<file path="src/rtl/permute_check_scheduler_if.sv">
// Pair-stream, datapath and job-total signals of the permute_check_scheduler.
// outZeroCount exists only when PERMUTE_SCHED_ZERO_COUNT_EN is defined.
interface permute_check_scheduler_if #(
  parameter int COUNT_WIDTH = 32
);
  logic                   inValid;
  logic                   inReady;
  logic [127:0]           inTop;
  logic [127:0]           inBot;
  logic                   inLast;
  logic                   checkValid;
  logic [127:0]           checkTop;
  logic [127:0]           checkBot;
  logic [23:0]            checkResult;
  logic                   outValid;
  logic                   outReady;
  logic [COUNT_WIDTH-1:0] outPermCount;
  logic [COUNT_WIDTH-1:0] outPairCount;
`ifdef PERMUTE_SCHED_ZERO_COUNT_EN
  logic [COUNT_WIDTH-1:0] outZeroCount;
`endif
  logic                   busy;

  // slave: the scheduler itself; master: the surrounding provider/datapath/collector
  modport slave (
    input  inValid, inTop, inBot, inLast, checkResult, outReady,
`ifdef PERMUTE_SCHED_ZERO_COUNT_EN
    output outZeroCount,
`endif
    output inReady, checkValid, checkTop, checkBot, outValid,
    output outPermCount, outPairCount, busy
  );

  modport master (
    output inValid, inTop, inBot, inLast, checkResult, outReady,
`ifdef PERMUTE_SCHED_ZERO_COUNT_EN
    input  outZeroCount,
`endif
    input  inReady, checkValid, checkTop, checkBot, outValid,
    input  outPermCount, outPairCount, busy
  );
endinterface

</file>
<file path="src/rtl/permute_check_scheduler.sv">
// Issues (top, bot) pairs to the fixed-latency permuteCheck24 datapath and totals results per job.
// Optional zero-result counter: define PERMUTE_SCHED_ZERO_COUNT_EN.
module permute_check_scheduler #(
  parameter int CHECK_LATENCY = 2,
  parameter int COUNT_WIDTH   = 32
) (
  input logic                  clk,
  input logic                  rst_n,
  permute_check_scheduler_if.slave bus
);

  if (CHECK_LATENCY < 0 || CHECK_LATENCY > 15) begin : g_bad_latency
    $error("CHECK_LATENCY must be within 0..15");
  end
  if (COUNT_WIDTH < 6) begin : g_bad_width
    $error("COUNT_WIDTH must be at least 6");
  end

  typedef enum logic [1:0] {IDLE, RUN, DRAIN, DONE} state_t;

  state_t                 state, state_nxt;
  logic                   live;
  logic                   accept;
  logic                   capture;
  logic [CHECK_LATENCY:0] inflight;
  logic [127:0]           top_q, bot_q;
  logic [4:0]             pop;
  logic [COUNT_WIDTH-1:0] perm_acc, pair_acc;
  logic [COUNT_WIDTH:0]   perm_sum;
  logic [COUNT_WIDTH-1:0] perm_nxt, pair_nxt;
  logic                   clear;

  assign accept  = bus.inValid && bus.inReady;
  // inflight[0] is the issue strobe; the top tap lines up with the datapath result
  assign capture = inflight[CHECK_LATENCY];
  assign clear   = (state == DONE) && bus.outReady;

  always_ff @(posedge clk or negedge rst_n) begin
    if (!rst_n) begin
      state <= IDLE;
      live  <= 1'b0;
    end else begin
      state <= state_nxt;
      live  <= 1'b1;
    end
  end

  always_comb begin
    state_nxt = state;
    case (state)
      IDLE:    if (accept) state_nxt = bus.inLast ? DRAIN : RUN;
      RUN:     if (accept && bus.inLast) state_nxt = DRAIN;
      DRAIN:   if (inflight == '0) state_nxt = DONE;
      DONE:    if (bus.outReady) state_nxt = IDLE;
      default: state_nxt = IDLE;
    endcase
  end

  always_ff @(posedge clk or negedge rst_n) begin
    if (!rst_n) begin
      inflight <= '0;
      top_q    <= '0;
      bot_q    <= '0;
    end else begin
      inflight[0] <= accept;
      for (int k = 1; k <= CHECK_LATENCY; k++) inflight[k] <= inflight[k-1];
      if (accept) begin
        top_q <= bus.inTop;
        bot_q <= bus.inBot;
      end
    end
  end

  always_comb begin
    pop = '0;
    for (int i = 0; i < 24; i++) pop = pop + 5'(bus.checkResult[i]);
  end

  // Saturating adds: one spare bit catches the perm overflow, all-ones stops the pair count
  assign perm_sum = {1'b0, perm_acc} + (COUNT_WIDTH+1)'(pop);
  assign perm_nxt = perm_sum[COUNT_WIDTH] ? '1 : perm_sum[COUNT_WIDTH-1:0];
  assign pair_nxt = (&pair_acc) ? pair_acc : pair_acc + COUNT_WIDTH'(1);

  always_ff @(posedge clk or negedge rst_n) begin
    if (!rst_n) begin
      perm_acc <= '0;
      pair_acc <= '0;
    end else if (clear) begin
      perm_acc <= '0;
      pair_acc <= '0;
    end else if (capture) begin
      perm_acc <= perm_nxt;
      pair_acc <= pair_nxt;
    end
  end

`ifdef PERMUTE_SCHED_ZERO_COUNT_EN
  logic [COUNT_WIDTH-1:0] zero_acc;

  always_ff @(posedge clk or negedge rst_n) begin
    if (!rst_n) begin
      zero_acc <= '0;
    end else if (clear) begin
      zero_acc <= '0;
    end else if (capture && bus.checkResult == 24'h0 && !(&zero_acc)) begin
      zero_acc <= zero_acc + COUNT_WIDTH'(1);
    end
  end

  assign bus.outZeroCount = zero_acc;
`endif

  assign bus.inReady      = live && (state == IDLE || state == RUN);
  assign bus.checkValid   = inflight[0];
  assign bus.checkTop     = top_q;
  assign bus.checkBot     = bot_q;
  assign bus.outValid     = (state == DONE);
  assign bus.outPermCount = perm_acc;
  assign bus.outPairCount = pair_acc;
  assign bus.busy         = (state == RUN) || (state == DRAIN);

endmodule

</file>
<file path="src/flat_wrapper.sv">
// flat-port wrapper written by rule: the top's interface ports become plain ports
module permute_check_scheduler_flat 
#(
  parameter int CHECK_LATENCY = 2,
  parameter int COUNT_WIDTH   = 32
)
  (clk, rst_n, bus_inValid, bus_inTop, bus_inBot, bus_inLast, bus_checkResult, bus_outReady, bus_inReady, bus_checkValid, bus_checkTop, bus_checkBot, bus_outValid, bus_outPermCount, bus_outPairCount, bus_busy);
  permute_check_scheduler_if #(.COUNT_WIDTH(COUNT_WIDTH)) bus_i ();
  input logic clk;
  input logic rst_n;
  input wire logic [$bits(bus_i.inValid)-1:0] bus_inValid;
  input wire logic [$bits(bus_i.inTop)-1:0] bus_inTop;
  input wire logic [$bits(bus_i.inBot)-1:0] bus_inBot;
  input wire logic [$bits(bus_i.inLast)-1:0] bus_inLast;
  input wire logic [$bits(bus_i.checkResult)-1:0] bus_checkResult;
  input wire logic [$bits(bus_i.outReady)-1:0] bus_outReady;
  output wire logic [$bits(bus_i.inReady)-1:0] bus_inReady;
  output wire logic [$bits(bus_i.checkValid)-1:0] bus_checkValid;
  output wire logic [$bits(bus_i.checkTop)-1:0] bus_checkTop;
  output wire logic [$bits(bus_i.checkBot)-1:0] bus_checkBot;
  output wire logic [$bits(bus_i.outValid)-1:0] bus_outValid;
  output wire logic [$bits(bus_i.outPermCount)-1:0] bus_outPermCount;
  output wire logic [$bits(bus_i.outPairCount)-1:0] bus_outPairCount;
  output wire logic [$bits(bus_i.busy)-1:0] bus_busy;
  assign bus_i.inValid = bus_inValid;
  assign bus_i.inTop = bus_inTop;
  assign bus_i.inBot = bus_inBot;
  assign bus_i.inLast = bus_inLast;
  assign bus_i.checkResult = bus_checkResult;
  assign bus_i.outReady = bus_outReady;
  assign bus_inReady = bus_i.inReady;
  assign bus_checkValid = bus_i.checkValid;
  assign bus_checkTop = bus_i.checkTop;
  assign bus_checkBot = bus_i.checkBot;
  assign bus_outValid = bus_i.outValid;
  assign bus_outPermCount = bus_i.outPermCount;
  assign bus_outPairCount = bus_i.outPairCount;
  assign bus_busy = bus_i.busy;
  permute_check_scheduler #(.CHECK_LATENCY(CHECK_LATENCY), .COUNT_WIDTH(COUNT_WIDTH)) u_core (.clk(clk), .rst_n(rst_n), .bus(bus_i));
endmodule
</file>
<file path="config.mk">
export PLATFORM = sky130hd
export DESIGN_NAME = permute_check_scheduler_flat
export DESIGN_NICKNAME = d
export VERILOG_FILES = /design/src/rtl/permute_check_scheduler_if.sv /design/src/rtl/permute_check_scheduler.sv /design/src/flat_wrapper.sv
export SDC_FILE = /design/constraint.sdc
export NUM_CORES = 1
export LEC_CHECK = 0
export CAP_MARGIN = 20
export CORE_AREA = 8 8 231 233
export CTS_CLUSTER_SIZE = 30
export DETAILED_ROUTE_END_ITERATION = 10
export DIE_AREA = 0 0 239 241
export HOLD_SLACK_MARGIN = 0.03
export SLEW_MARGIN = 10
export SYNTH_ARGS = -nofsm -noshare
export SYNTH_HDL_FRONTEND = slang
export SYNTH_SLANG_ARGS = --single-unit
</file>
<file path="constraint.sdc">
create_clock -name clk -period 2.4 [get_ports clk]
set_input_delay 0.6 -clock clk [delete_from_list [all_inputs] [get_ports clk]]
set_output_delay 0.6 -clock clk [all_outputs]
set_load 0.01 [all_outputs]
</file>
==> run metrics <==
first-pass GRT wire length=84100 um; worst-path cell chain=buf_6 -> ha_4 -> inv_2 -> fa_1 -> fa_1 -> fa_1 -> fa_1 -> fa_1 -> fa_2 -> fa_2 -> nor2b_1 -> o21ai_1 -> nand2b_1 -> ha_4 -> a21o_1 -> nand2_2 -> a2111oi_4 -> buf_6 -> and4b_1 -> a211oi_2; root buf cell=clkbuf_16; FP Rows=82; HP Start=u_core.inflight[1]$_DFF_PN0_; Cell Pwr Density=1200 nW/um^2; Max Clock Skew=0.0114 ns; CTS Buffer Depth=3; clk sinks=326; I/O pin count=609; filler cell count=4803; worst hold path cell count=0; Skew-Pair Late Insertion Delay=0.55 ns; WP data arrival=5.87 ns; worst slew pin tran=0.563 ns; ratio of cells with drive above 1 in the final layout=11.0%; Mapped Area=14200 um^2; Routed Antenna Nets=0; Post-synth top flop=dfrtp_1; synth-to-layout area growth=64.8%; final setup margin=-3.01 ns; Die H=241 um; initial antenna violation count=5; Critical-path top delay cell=fa_1; yosys warns=0; initial core utilization=28.6%; violated checks=negative setup slack; max_cap viols=0; most frequent cell on the critical path=fa_1; syn_nets=1887; RSZ-0062 raised after global routing=true; final worst path period share=225%; Remaining DRCs=0; global-route total usage across every layer=18.7%; Final nets=2561; total gr overflow=0; fraction of registers with async set/reset=100%; Hold Fails Final Rpt=0; Inst Count DP=2862; 1st-pass router iterations=7; GP Congestion=0.862; flop2flop setup slack=0.02 ns; CTS Buf Count=41; Distinct cells, synth=63; worst min path class=register to register; # port buffers=608; Post-Syn Area per Cell=9.05 um^2; Vias=13362; final instance count without filler cells=2947; largest net degree at the start of global routing=81; outcome=complete, but fails checks; Cells after Synth=1567; DIE AREA=57600 um^2; RR Endpoint=u_core.bus.outPermCount[16]$_DFFE_PN0P_; number of global-route vias before repair=13876; worst vdd ir=0.655 mV; CP Class=primary input to register; post-route cell area=23400 um^2; critical path depth=20; TNS Setup=-93.15 ns; Critical Path Start=bus_checkResult[0]; CTS tree=yes; H-tree depth=2; cells on worst reg2reg path=9; Reg clk slew, reported paths=0.06 ns; 1st-iter DRT viols=772; Startpoint Class=primary input; slowest stage delay, CP=0.54 ns; leakage=11.0 nW; placed inst area=21800 um^2; WL final=56800 um; Hold Path End=u_core.inflight[2]$_DFF_PN0_; Crit. End Element=register; CP Data Required Time=2.86 ns; vias per cell=4.53; final setup violating endpoints=32; Buffers & Inverters on Critical Path=3; Seq/Total Area, Yosys=57.5%; Max Freq=185 MHz; Slew Limit Fails=0; Worst R2R Start=u_core.bus.outPermCount[0]$_DFFE_PN0P_; Die Wd=239 um; fin crit period=5.41 ns; cell family with most CP delay=adder cells; Critical Path Fanout Max=5; slew margin rel.=62.2%; #FFs+latches synth=326; Post-synth EDFFs=0; placed wire-length estimate=43600 um; routed length per instance=19.3 um; core area=49700 um^2
## area by class of cell
class	instances	area, um^2	area share (%)
Tap cell	672	841	3.60
Timing Repair Buffer	712	7040	30.1
Clock buffer	62	1230	5.28
Antenna cell	3	7.51	0.0321
Inverter	43	169	0.723
Multi-Input combinational cell	1117	5840	25.0
Sequential cell	326	8160	34.9
Clock inverter	12	76.3	0.327
## what timing repair did
action                                 CTS  global route
setup buffers                            2             4
hold buffers                             1             0
setup endpoints to repair               36            34
gates cloned                             1             0
resized for setup                       42            42
pin swaps                               29            18
endpoints found under the hold margin   39             0
## placed cells by master (no fill, tap or decap), types with 5 or more instances in the layout
cell type	instances
nand2_1	787
clkdlybuf4s50_1	594
dfrtp_1	325
buf_4	84
clkbuf_16	41
inv_1	37
nor2_1	26
a21oi_1	21
a31oi_1	19
nand3_1	18
xnor2_1	17
fa_1	15
and3_1	13
clkbuf_8	13
o21ai_0	12
and4_1	12
ha_1	12
buf_12	12
nand4_1	10
nor3_1	10
a21oi_2	9
buf_6	9
clkbuf_1	8
a311oi_1	7
a311oi_2	7
a211oi_2	7
clkinv_2	7
or4_1	6
dlygate4sd2_1	6
inv_2	5
or3_1	5
mux2i_1	5
and2_1	5
o31ai_1	5
## worst max path at each step
stage	endpoint	slack (ns)
floorplan	u_core.bus.outPermCount[16]$_DFFE_PN0P_	-3.26
global placement	u_core.bus.outPermCount[10]$_DFFE_PN0P_	-3.95
detailed placement	u_core.bus.outPermCount[30]$_DFFE_PN0P_	-4.07
CTS	u_core.bus.outPermCount[16]$_DFFE_PN0P_	-3.23
global route	u_core.bus.outPermCount[16]$_DFFE_PN0P_	-3.13
finish	u_core.bus.outPermCount[16]$_DFFE_PN0P_	-3.01
## cell families after synthesis
logic type | count (synthesis) | share of synthesized area (%)
and+or+nand+nor | 931 | 27.1
DFF | 326 | 57.5
AOI/OAI and AO/OA | 125 | 6.35
buffers and inverters | 124 | 3.42
adders and majority gates | 35 | 4.04
xor gates and xnor gates | 20 | 1.24
muxes | 5 | 0.353
other | 1 | 0.0264
## metal layers
metal | routed length, um | global-route usage (%)
met3 | 4760 | 6.55
met2 | 29300 | 32.7
met5 | 13 | 0
met1 | 21300 | 21.5
met4 | 1470 | 5.73
## registers in the layout (all words and copies together), names as in the netlist
register / count
u_core.live: 1
u_core.bus.outPairCount: 32
u_core.bus.outPermCount: 32
u_core.inflight: 3
u_core.bus.checkBot: 128
u_core.state: 2
u_core.bus.checkTop: 128
## cells in the mapped netlist, types with 3 or more instances
cell type / number / area, um^2
and4b_1: 3 / 30.0
nand3_1: 19 / 95.1
or3_1: 5 / 31.3
clkbuf_1: 69 / 259
ha_1: 17 / 213
nor3_1: 13 / 65.1
dfrtp_1: 326 / 8160
a21o_1: 3 / 22.5
nand4_1: 10 / 62.6
nor4_1: 3 / 18.8
a211oi_1: 10 / 75.1
nand2_1: 788 / 2960
o21ai_0: 13 / 65.1
nor2b_1: 4 / 25.0
a311oi_1: 14 / 123
and2_1: 6 / 37.5
o31ai_1: 5 / 37.5
o21a_1: 3 / 22.5
o211a_1: 3 / 30.0
or2_2: 3 / 18.8
nand4_2: 3 / 37.5
and4_1: 12 / 105
and3_1: 13 / 81.3
buf_2: 3 / 15.0
inv_1: 42 / 158
nor2_1: 29 / 109
a21oi_1: 30 / 150
fa_1: 18 / 360
xnor2_1: 17 / 149
a31o_2: 3 / 26.3
buf_1: 5 / 18.8
nand2b_1: 5 / 31.3
mux2i_1: 5 / 50.1
xor2_1: 3 / 26.3
or4_1: 6 / 45.0
a31oi_1: 20 / 125
## power breakdown
part | internal, W | switching [W]
registers | 0.00762 | 0.00127
clock network | 0.00355 | 0.00244
logic | 0.00675 | 0.00651
total | 0.0179 | 0.0102
## through the flow
step | total power (W) | utilization (%) | hold slack (ns) | setup WS, ns
floorplan | 0.0144 | - | 0.304 | -3.26
global placement | 0.0218 | 43.8 | 0.353 | -3.95
detailed placement | 0.0220 | 43.8 | 0.353 | -4.07
CTS | 0.0283 | 46.6 | 0.357 | -3.23
global route | 0.0300 | 47.1 | 0.381 | -3.13
finish | 0.0281 | 47.1 | 0.362 | -3.01
Power figures use the tool's default switching activity.
